==> src/rtl/ami_response_router_if.sv <==
// ami_response_router_if: bundles the issue-side, memory-side and requester-side signals of
// the AMI response router.
//   Issue side     : issue_valid, issue_src, issue_is_write -> router; tag_full <- router
//   Memory side    : mem_resps -> router; mem_resp_grants <- router
//   Requester side : mem_resps_internal / mem_resps_app <- router;
//                    mem_resp_grants_internal / mem_resp_grants_app -> router
//   Status         : outstanding_internal, outstanding_app, err_overflow, err_orphan <- router
// A response word is {valid, data}: valid in the MSB, data below it.
// Modport slave is the router; modport master is its environment.
interface ami_response_router_if #(
    parameter int unsigned TAG_LOG_DEPTH = 6,
    parameter int unsigned DataWidth     = 64
);
    localparam int unsigned RespWidth = DataWidth + 1;

    logic                   issue_valid;
    logic                   issue_src;
    logic                   issue_is_write;
    logic                   tag_full;
    logic [RespWidth-1:0]   mem_resps;
    logic                   mem_resp_grants;
    logic [RespWidth-1:0]   mem_resps_internal;
    logic                   mem_resp_grants_internal;
    logic [RespWidth-1:0]   mem_resps_app;
    logic                   mem_resp_grants_app;
    logic [TAG_LOG_DEPTH:0] outstanding_internal;
    logic [TAG_LOG_DEPTH:0] outstanding_app;
    logic                   err_overflow;
    logic                   err_orphan;

    modport slave (
        input  issue_valid, issue_src, issue_is_write, mem_resps,
        input  mem_resp_grants_internal, mem_resp_grants_app,
        output tag_full, mem_resp_grants, mem_resps_internal, mem_resps_app,
        output outstanding_internal, outstanding_app, err_overflow, err_orphan
    );

    modport master (
        output issue_valid, issue_src, issue_is_write, mem_resps,
        output mem_resp_grants_internal, mem_resp_grants_app,
        input  tag_full, mem_resp_grants, mem_resps_internal, mem_resps_app,
        input  outstanding_internal, outstanding_app, err_overflow, err_orphan
    );
endinterface

==> src/rtl/ami_response_router.sv <==
// ami_response_router: remembers the source (internal/app) of each issued read in a tag FIFO
// and steers in-order memory responses to the matching requester through a one-entry slot
// per output port.
//   clk  : clock, rising edge
//   rst  : asynchronous active-high reset
//   bus  : ami_response_router_if.slave (issue, memory, requester and status signals)
module ami_response_router #(
    parameter int unsigned TAG_LOG_DEPTH = 6,
    parameter int unsigned DataWidth     = 64
) (
    input  logic                  clk,
    input  logic                  rst,
    ami_response_router_if.slave  bus
);
    localparam int unsigned Depth = 1 << TAG_LOG_DEPTH;
    localparam logic [TAG_LOG_DEPTH:0]   DepthCnt = (TAG_LOG_DEPTH + 1)'(Depth);
    localparam logic [TAG_LOG_DEPTH:0]   CntOne   = 1;
    localparam logic [TAG_LOG_DEPTH-1:0] PtrOne   = 1;

    typedef struct packed {
        logic                 valid;
        logic [DataWidth-1:0] data;
    } resp_t;

    resp_t                    mem_resp;
    resp_t                    slot_int_q, slot_int_d, slot_app_q, slot_app_d;
    logic [Depth-1:0]         tags_q, tags_d;
    logic [TAG_LOG_DEPTH-1:0] wr_ptr_q, wr_ptr_d, rd_ptr_q, rd_ptr_d;
    logic [TAG_LOG_DEPTH:0]   count_q, count_d;
    logic [TAG_LOG_DEPTH:0]   out_int_q, out_int_d, out_app_q, out_app_d;
    logic                     err_overflow_q, err_overflow_d, err_orphan_q, err_orphan_d;

    logic empty, full, is_read, push, pop, head, head_routable, grant;
    logic inc_int, dec_int, inc_app, dec_app;

    assign mem_resp = resp_t'(bus.mem_resps);

    always_comb begin
        empty   = (count_q == '0);
        full    = (count_q == DepthCnt);
        is_read = bus.issue_valid && !bus.issue_is_write;
        push    = is_read && !full;
        head    = tags_q[rd_ptr_q];
        // A slot can take the head response if it is free or being drained this cycle.
        head_routable = !empty && (head ? (!slot_app_q.valid || bus.mem_resp_grants_app)
                                        : (!slot_int_q.valid || bus.mem_resp_grants_internal));
        // An empty FIFO with a read being issued this cycle is not an orphan: the response
        // waits one cycle for the tag to become visible.
        grant = !rst && mem_resp.valid && (head_routable || (empty && !push));
        pop   = grant && !empty;

        tags_d   = tags_q;
        wr_ptr_d = wr_ptr_q;
        rd_ptr_d = rd_ptr_q;
        if (push) begin
            tags_d[wr_ptr_q] = bus.issue_src;
            wr_ptr_d         = wr_ptr_q + PtrOne;
        end
        if (pop) begin
            rd_ptr_d = rd_ptr_q + PtrOne;
        end

        count_d = count_q;
        unique case ({push, pop})
            2'b10:   count_d = count_q + CntOne;
            2'b01:   count_d = count_q - CntOne;
            default: ;
        endcase

        inc_int   = push && !bus.issue_src;
        inc_app   = push && bus.issue_src;
        dec_int   = pop && !head;
        dec_app   = pop && head;
        out_int_d = out_int_q;
        out_app_d = out_app_q;
        if (inc_int && !dec_int && (out_int_q != DepthCnt)) out_int_d = out_int_q + CntOne;
        if (dec_int && !inc_int && (out_int_q != '0))       out_int_d = out_int_q - CntOne;
        if (inc_app && !dec_app && (out_app_q != DepthCnt)) out_app_d = out_app_q + CntOne;
        if (dec_app && !inc_app && (out_app_q != '0))       out_app_d = out_app_q - CntOne;

        // Reload wins over drain so a port can sustain one response per cycle.
        slot_int_d = slot_int_q;
        slot_app_d = slot_app_q;
        if (bus.mem_resp_grants_internal) slot_int_d = '0;
        if (bus.mem_resp_grants_app)      slot_app_d = '0;
        if (dec_int) slot_int_d = mem_resp;
        if (dec_app) slot_app_d = mem_resp;

        err_overflow_d = err_overflow_q || (is_read && full);
        err_orphan_d   = err_orphan_q || (grant && empty);
    end

    always_ff @(posedge clk or posedge rst) begin
        if (rst) begin
            tags_q         <= '0;
            wr_ptr_q       <= '0;
            rd_ptr_q       <= '0;
            count_q        <= '0;
            out_int_q      <= '0;
            out_app_q      <= '0;
            slot_int_q     <= '0;
            slot_app_q     <= '0;
            err_overflow_q <= 1'b0;
            err_orphan_q   <= 1'b0;
        end else begin
            tags_q         <= tags_d;
            wr_ptr_q       <= wr_ptr_d;
            rd_ptr_q       <= rd_ptr_d;
            count_q        <= count_d;
            out_int_q      <= out_int_d;
            out_app_q      <= out_app_d;
            slot_int_q     <= slot_int_d;
            slot_app_q     <= slot_app_d;
            err_overflow_q <= err_overflow_d;
            err_orphan_q   <= err_orphan_d;
        end
    end

    assign bus.tag_full             = full;
    assign bus.mem_resp_grants      = grant;
    assign bus.mem_resps_internal   = slot_int_q;
    assign bus.mem_resps_app        = slot_app_q;
    assign bus.outstanding_internal = out_int_q;
    assign bus.outstanding_app      = out_app_q;
    assign bus.err_overflow         = err_overflow_q;
    assign bus.err_orphan           = err_orphan_q;
endmodule

==> src/flat_wrapper.sv <==
// flat-port wrapper written by rule: the top's interface ports become plain ports
module ami_response_router_flat 
#(
    parameter int unsigned TAG_LOG_DEPTH = 6,
    parameter int unsigned DataWidth     = 64
)
  (clk, rst, bus_issue_valid, bus_issue_src, bus_issue_is_write, bus_mem_resps, bus_mem_resp_grants_internal, bus_mem_resp_grants_app, bus_tag_full, bus_mem_resp_grants, bus_mem_resps_internal, bus_mem_resps_app, bus_outstanding_internal, bus_outstanding_app, bus_err_overflow, bus_err_orphan);
  ami_response_router_if #(.TAG_LOG_DEPTH(TAG_LOG_DEPTH), .DataWidth(DataWidth)) bus_i ();
  input  logic clk;
  input  logic rst;
  input wire logic [$bits(bus_i.issue_valid)-1:0] bus_issue_valid;
  input wire logic [$bits(bus_i.issue_src)-1:0] bus_issue_src;
  input wire logic [$bits(bus_i.issue_is_write)-1:0] bus_issue_is_write;
  input wire logic [$bits(bus_i.mem_resps)-1:0] bus_mem_resps;
  input wire logic [$bits(bus_i.mem_resp_grants_internal)-1:0] bus_mem_resp_grants_internal;
  input wire logic [$bits(bus_i.mem_resp_grants_app)-1:0] bus_mem_resp_grants_app;
  output wire logic [$bits(bus_i.tag_full)-1:0] bus_tag_full;
  output wire logic [$bits(bus_i.mem_resp_grants)-1:0] bus_mem_resp_grants;
  output wire logic [$bits(bus_i.mem_resps_internal)-1:0] bus_mem_resps_internal;
  output wire logic [$bits(bus_i.mem_resps_app)-1:0] bus_mem_resps_app;
  output wire logic [$bits(bus_i.outstanding_internal)-1:0] bus_outstanding_internal;
  output wire logic [$bits(bus_i.outstanding_app)-1:0] bus_outstanding_app;
  output wire logic [$bits(bus_i.err_overflow)-1:0] bus_err_overflow;
  output wire logic [$bits(bus_i.err_orphan)-1:0] bus_err_orphan;
  assign bus_i.issue_valid = bus_issue_valid;
  assign bus_i.issue_src = bus_issue_src;
  assign bus_i.issue_is_write = bus_issue_is_write;
  assign bus_i.mem_resps = bus_mem_resps;
  assign bus_i.mem_resp_grants_internal = bus_mem_resp_grants_internal;
  assign bus_i.mem_resp_grants_app = bus_mem_resp_grants_app;
  assign bus_tag_full = bus_i.tag_full;
  assign bus_mem_resp_grants = bus_i.mem_resp_grants;
  assign bus_mem_resps_internal = bus_i.mem_resps_internal;
  assign bus_mem_resps_app = bus_i.mem_resps_app;
  assign bus_outstanding_internal = bus_i.outstanding_internal;
  assign bus_outstanding_app = bus_i.outstanding_app;
  assign bus_err_overflow = bus_i.err_overflow;
  assign bus_err_orphan = bus_i.err_orphan;
  ami_response_router #(.TAG_LOG_DEPTH(TAG_LOG_DEPTH), .DataWidth(DataWidth)) u_core (.clk(clk), .rst(rst), .bus(bus_i));
endmodule
==> config.mk <==
export PLATFORM = sky130hd
export DESIGN_NAME = ami_response_router_flat
export DESIGN_NICKNAME = d
export VERILOG_FILES = /design/src/rtl/ami_response_router_if.sv /design/src/rtl/ami_response_router.sv /design/src/flat_wrapper.sv
export SDC_FILE = /design/constraint.sdc
export NUM_CORES = 1
export LEC_CHECK = 0
export ABC_AREA = 1
export CORE_UTILIZATION = 53
export DETAILED_ROUTE_END_ITERATION = 8
export DONT_BUFFER_PORTS = 1
export GPL_ROUTABILITY_DRIVEN = 0
export PLACE_DENSITY = 0.71
export SLEW_MARGIN = 20
export SYNTH_ARGS = -nofsm -noshare
export SYNTH_HDL_FRONTEND = slang
export SYNTH_SLANG_ARGS = --single-unit
==> constraint.sdc <==
create_clock -name clk -period 7.3 [get_ports clk]
set_clock_uncertainty 0.1 [all_clocks]
set_input_delay 0.365 -clock clk [delete_from_list [all_inputs] [get_ports clk]]
set_output_delay 0.365 -clock clk [all_outputs]
set_load 0.02 [all_outputs]
==> results.toml <==
[sta]
timing.fmax_ghz = 0.240
fin_hold_ws_ns = 0.0221
finalSetupTns_ns = 0
worst_pin_slew_ns = 1.13
period_minus_slack_ns = 4.16
slew_viol_final = 0
finalHoldViolations = 0
finalSetupViolCount = 0
slew_headroom_pct = 24.4
min_period_over_period_pct = 57.0
rsz0062_at_grt = "no"

[floorplan]
design.core.area_um2 = 21100
floorplan.initialDensity_pct = 54.3
die_w_um = 149
io_pins = 220
fp.dieH_um = 149
die-area_um2 = 22200
rows = 53

[grt]
first_global_vias = 8700
grt_max_degree = 66
overflow = 0
met2_usage_pct = 42.7
grt_pass1_wl_um = 45300
antenna_found_initial = 0
use_met1_pct = 32.8
met3_usage_pct = 5.66
grt_usage_pct = 25.6
grt.busiest_layer = "met2"

[cts]
cts_tree = "yes"
cts.clk_slew.worst_paths_ns = 0.06
cts_buffers = 25
cts_resized = 0
cts.path.max_buffers = 3
clock-sinks = 229
htreeDepth = 1
clk_latency_ns = 0.52
clockRootBuffer = "clkbuf_16"

[synthesis]
yosysMostFrequentCell = "inv_1"
netlist_top_cells_count = "inv_1 (284), dfrtp_1 (229), nand2_1 (210)"
synth_area_per_cell_um2 = 9.21
synth.distinct_cells = 37
syn_area_um2 = 11400
yosys.area.top_type = "dfrtp_1"
synth.area.top_cells = "dfrtp_1 (50%), o22ai_2 (13%), inv_1 (9.3%)"
synth_nets = 1336
ys_ff_latch = 229
seq_area_frac_synth_pct = 50.1
async_reset_ff_share_pct = 100
yosys_warnings = 0
synth-edff-count = 0
yosysTopAreaCellShare_pct = 50.1
syn_inst = 1243
synth_ff_type = "dfrtp_1"

[detailed_routing]
drt_iter0_drc = 571
drtAntennaViolNets = 0
drtPass1Iterations = 7
vias_per_cell = 5.39
totalWireLength_um = 28300
drc = 0
routedWlPerCell_um = 17.8
vias = 8577

[cells_and_area]
syn2layout_area_growth_pct = 14.0
design_area_um2 = 13000
nFillCells = 1663
final_util_pct = 61.9
final_nets = 1390
drive_above_1_share_pct = 15.0
antenna_cells = 0

[hold_path]
hold_path.class = "input pin to register"

[placement]
hpwl_um = 18400
dpl_cell_area_um2 = 11500
portBuffers = 0

[setup_path]
criticalPathCategory = "register to register"
start_kind = "register"
crit_slowest_cell = "dfrtp_1"
cp-end-kind = "register"
critical_path_required_ns = 7.61
path_cells = "inv_2 > nand3_1 > nand2_1 > nand2_1 > nand2_1 > nor2_1 > nand2_1 > nand3_2 > nand2_2 > nand2_2 > nand4_4 > inv_2 > ha_1 > inv_1 > fa_1 > o31ai_1 > inv_1 > nor2_1 > nor2_1 > nor2_1 > nor2_1 > nand2_1 > nand3_1 > xor2_1"
cp_data_arrival_time_ns = 4.47
crit_fanout = 20
cpPeakStageDelay_ns = 0.67

[outcome]
status = "finished, final reports clean"

[power]
p_leak_nw = 6.15
power_mw = 5.61
vdd_drop_max_v = 0.000193
powerDensity_nw_per_um2 = 430

[flow_run]
maxCapViolCount = 0
final cells by class:
| cell class | count | area (um^2) | share of cell area, % |
|---|---|---|---|
| sequential | 229 | 5730 | 43.9 |
| multi-input combinational | 676 | 4270 | 32.8 |
| inverter | 288 | 1090 | 8.33 |
| timing repair buffer | 77 | 741 | 5.68 |
| clock buffer | 30 | 674 | 5.17 |
| tap | 275 | 344 | 2.64 |
| clock inverter | 15 | 196 | 1.51 |
state kept, by name (all words and copies together), names as in the netlist:
name and count:
u_core.bus.err_orphan 1, u_core.bus.err_overflow 1, u_core.bus.mem_resps_app 65, u_core.bus.mem_resps_internal 65, u_core.bus.outstanding_app 7, u_core.bus.outstanding_internal 7
u_core.count_q 7, u_core.rd_ptr_q 6, u_core.tags_q 64, u_core.wr_ptr_q 6
cell usage in the layout, fill, tap and decap left out, types with 3 or more instances in the layout:
cell type and count:
a21oi_1 30, buf_4 12, bufinv_16 4, clkbuf_16 25
clkbuf_8 3, clkinv_2 4, clkinvlp_4 5, dfrtp_1 229
dlygate4sd3_1 65, fa_1 3, ha_1 18, inv_1 283
nand2_1 210, nand2_2 5, nand3_1 46, nand3_2 4
nor2_1 97, nor3_1 4, nor4_1 4, o21ai_0 70
o21ai_1 15, o22ai_1 8, o22ai_2 120, xor2_1 20
critical path, delay by kind of cell, from the launching register on:
kind	cells	cell delay [ns]
compound gates	1	0.32
xor+xnor	1	0.15
fa+ha+maj	2	0.77
buf+inv	4	0.65
flops	1	0.67
simple gates	16	1.38
timing repair:
action	in CTS	in global routing
endpoints found under the hold margin	181	0
setup buffers	0	0
endpoints found under the setup margin	0	0
hold buffers	65	0
cells by family after synthesis:
group	synth area share, %
AOI/OAI and AO/OA	19.3
buffers and inverters	12.7
adders and majority gates	2.49
xor gates and xnor gates	1.61
muxes	0.0984
and+or+nand+nor	13.7
DFF	50.1
power breakdown:
group	switching (mW)	internal, mW
clock	0.522	0.804
sequential	0.769	1.70
combinational	1.13	0.690
total	2.42	3.19
through the flow:
step	std cells	setup WS, ns
2_1_floorplan	1243	1.33
3_3_place_gp	1480	3.31
3_5_place_dp	1480	3.15
4_1_cts	1590	3.15
5_1_grt	1590	2.69
6_report	1590	3.14
layer usage:
metal / vias to the layer above / routed length, um
met5: - / 0
met2: 330 / 13700
met4: 0 / 783
met1: 4154 / 11700
met3: 62 / 2180
li1: 4031 / -
path summary, 6_finish.rpt:
check / startpoint / to / slack (ns) / depth (start not counted)
max: u_core.rd_ptr_q[1] / u_core.count_q[6] / 3.14 / 24
min reg2reg: u_core.tags_q[39] / u_core.tags_q[39] / 0.39 / 2
max in group asynchronous: rst / u_core.bus.outstanding_internal[5] / 3.90 / 6
min: bus_mem_resps[7] / u_core.bus.mem_resps_app[7] / 0.02 / 2
max reg2reg: u_core.rd_ptr_q[1] / u_core.count_q[6] / 3.14 / 24
min in group asynchronous: rst / u_core.rd_ptr_q[1] / 0.50 / 3
Note: power is estimated with default switching activity, not from simulation.
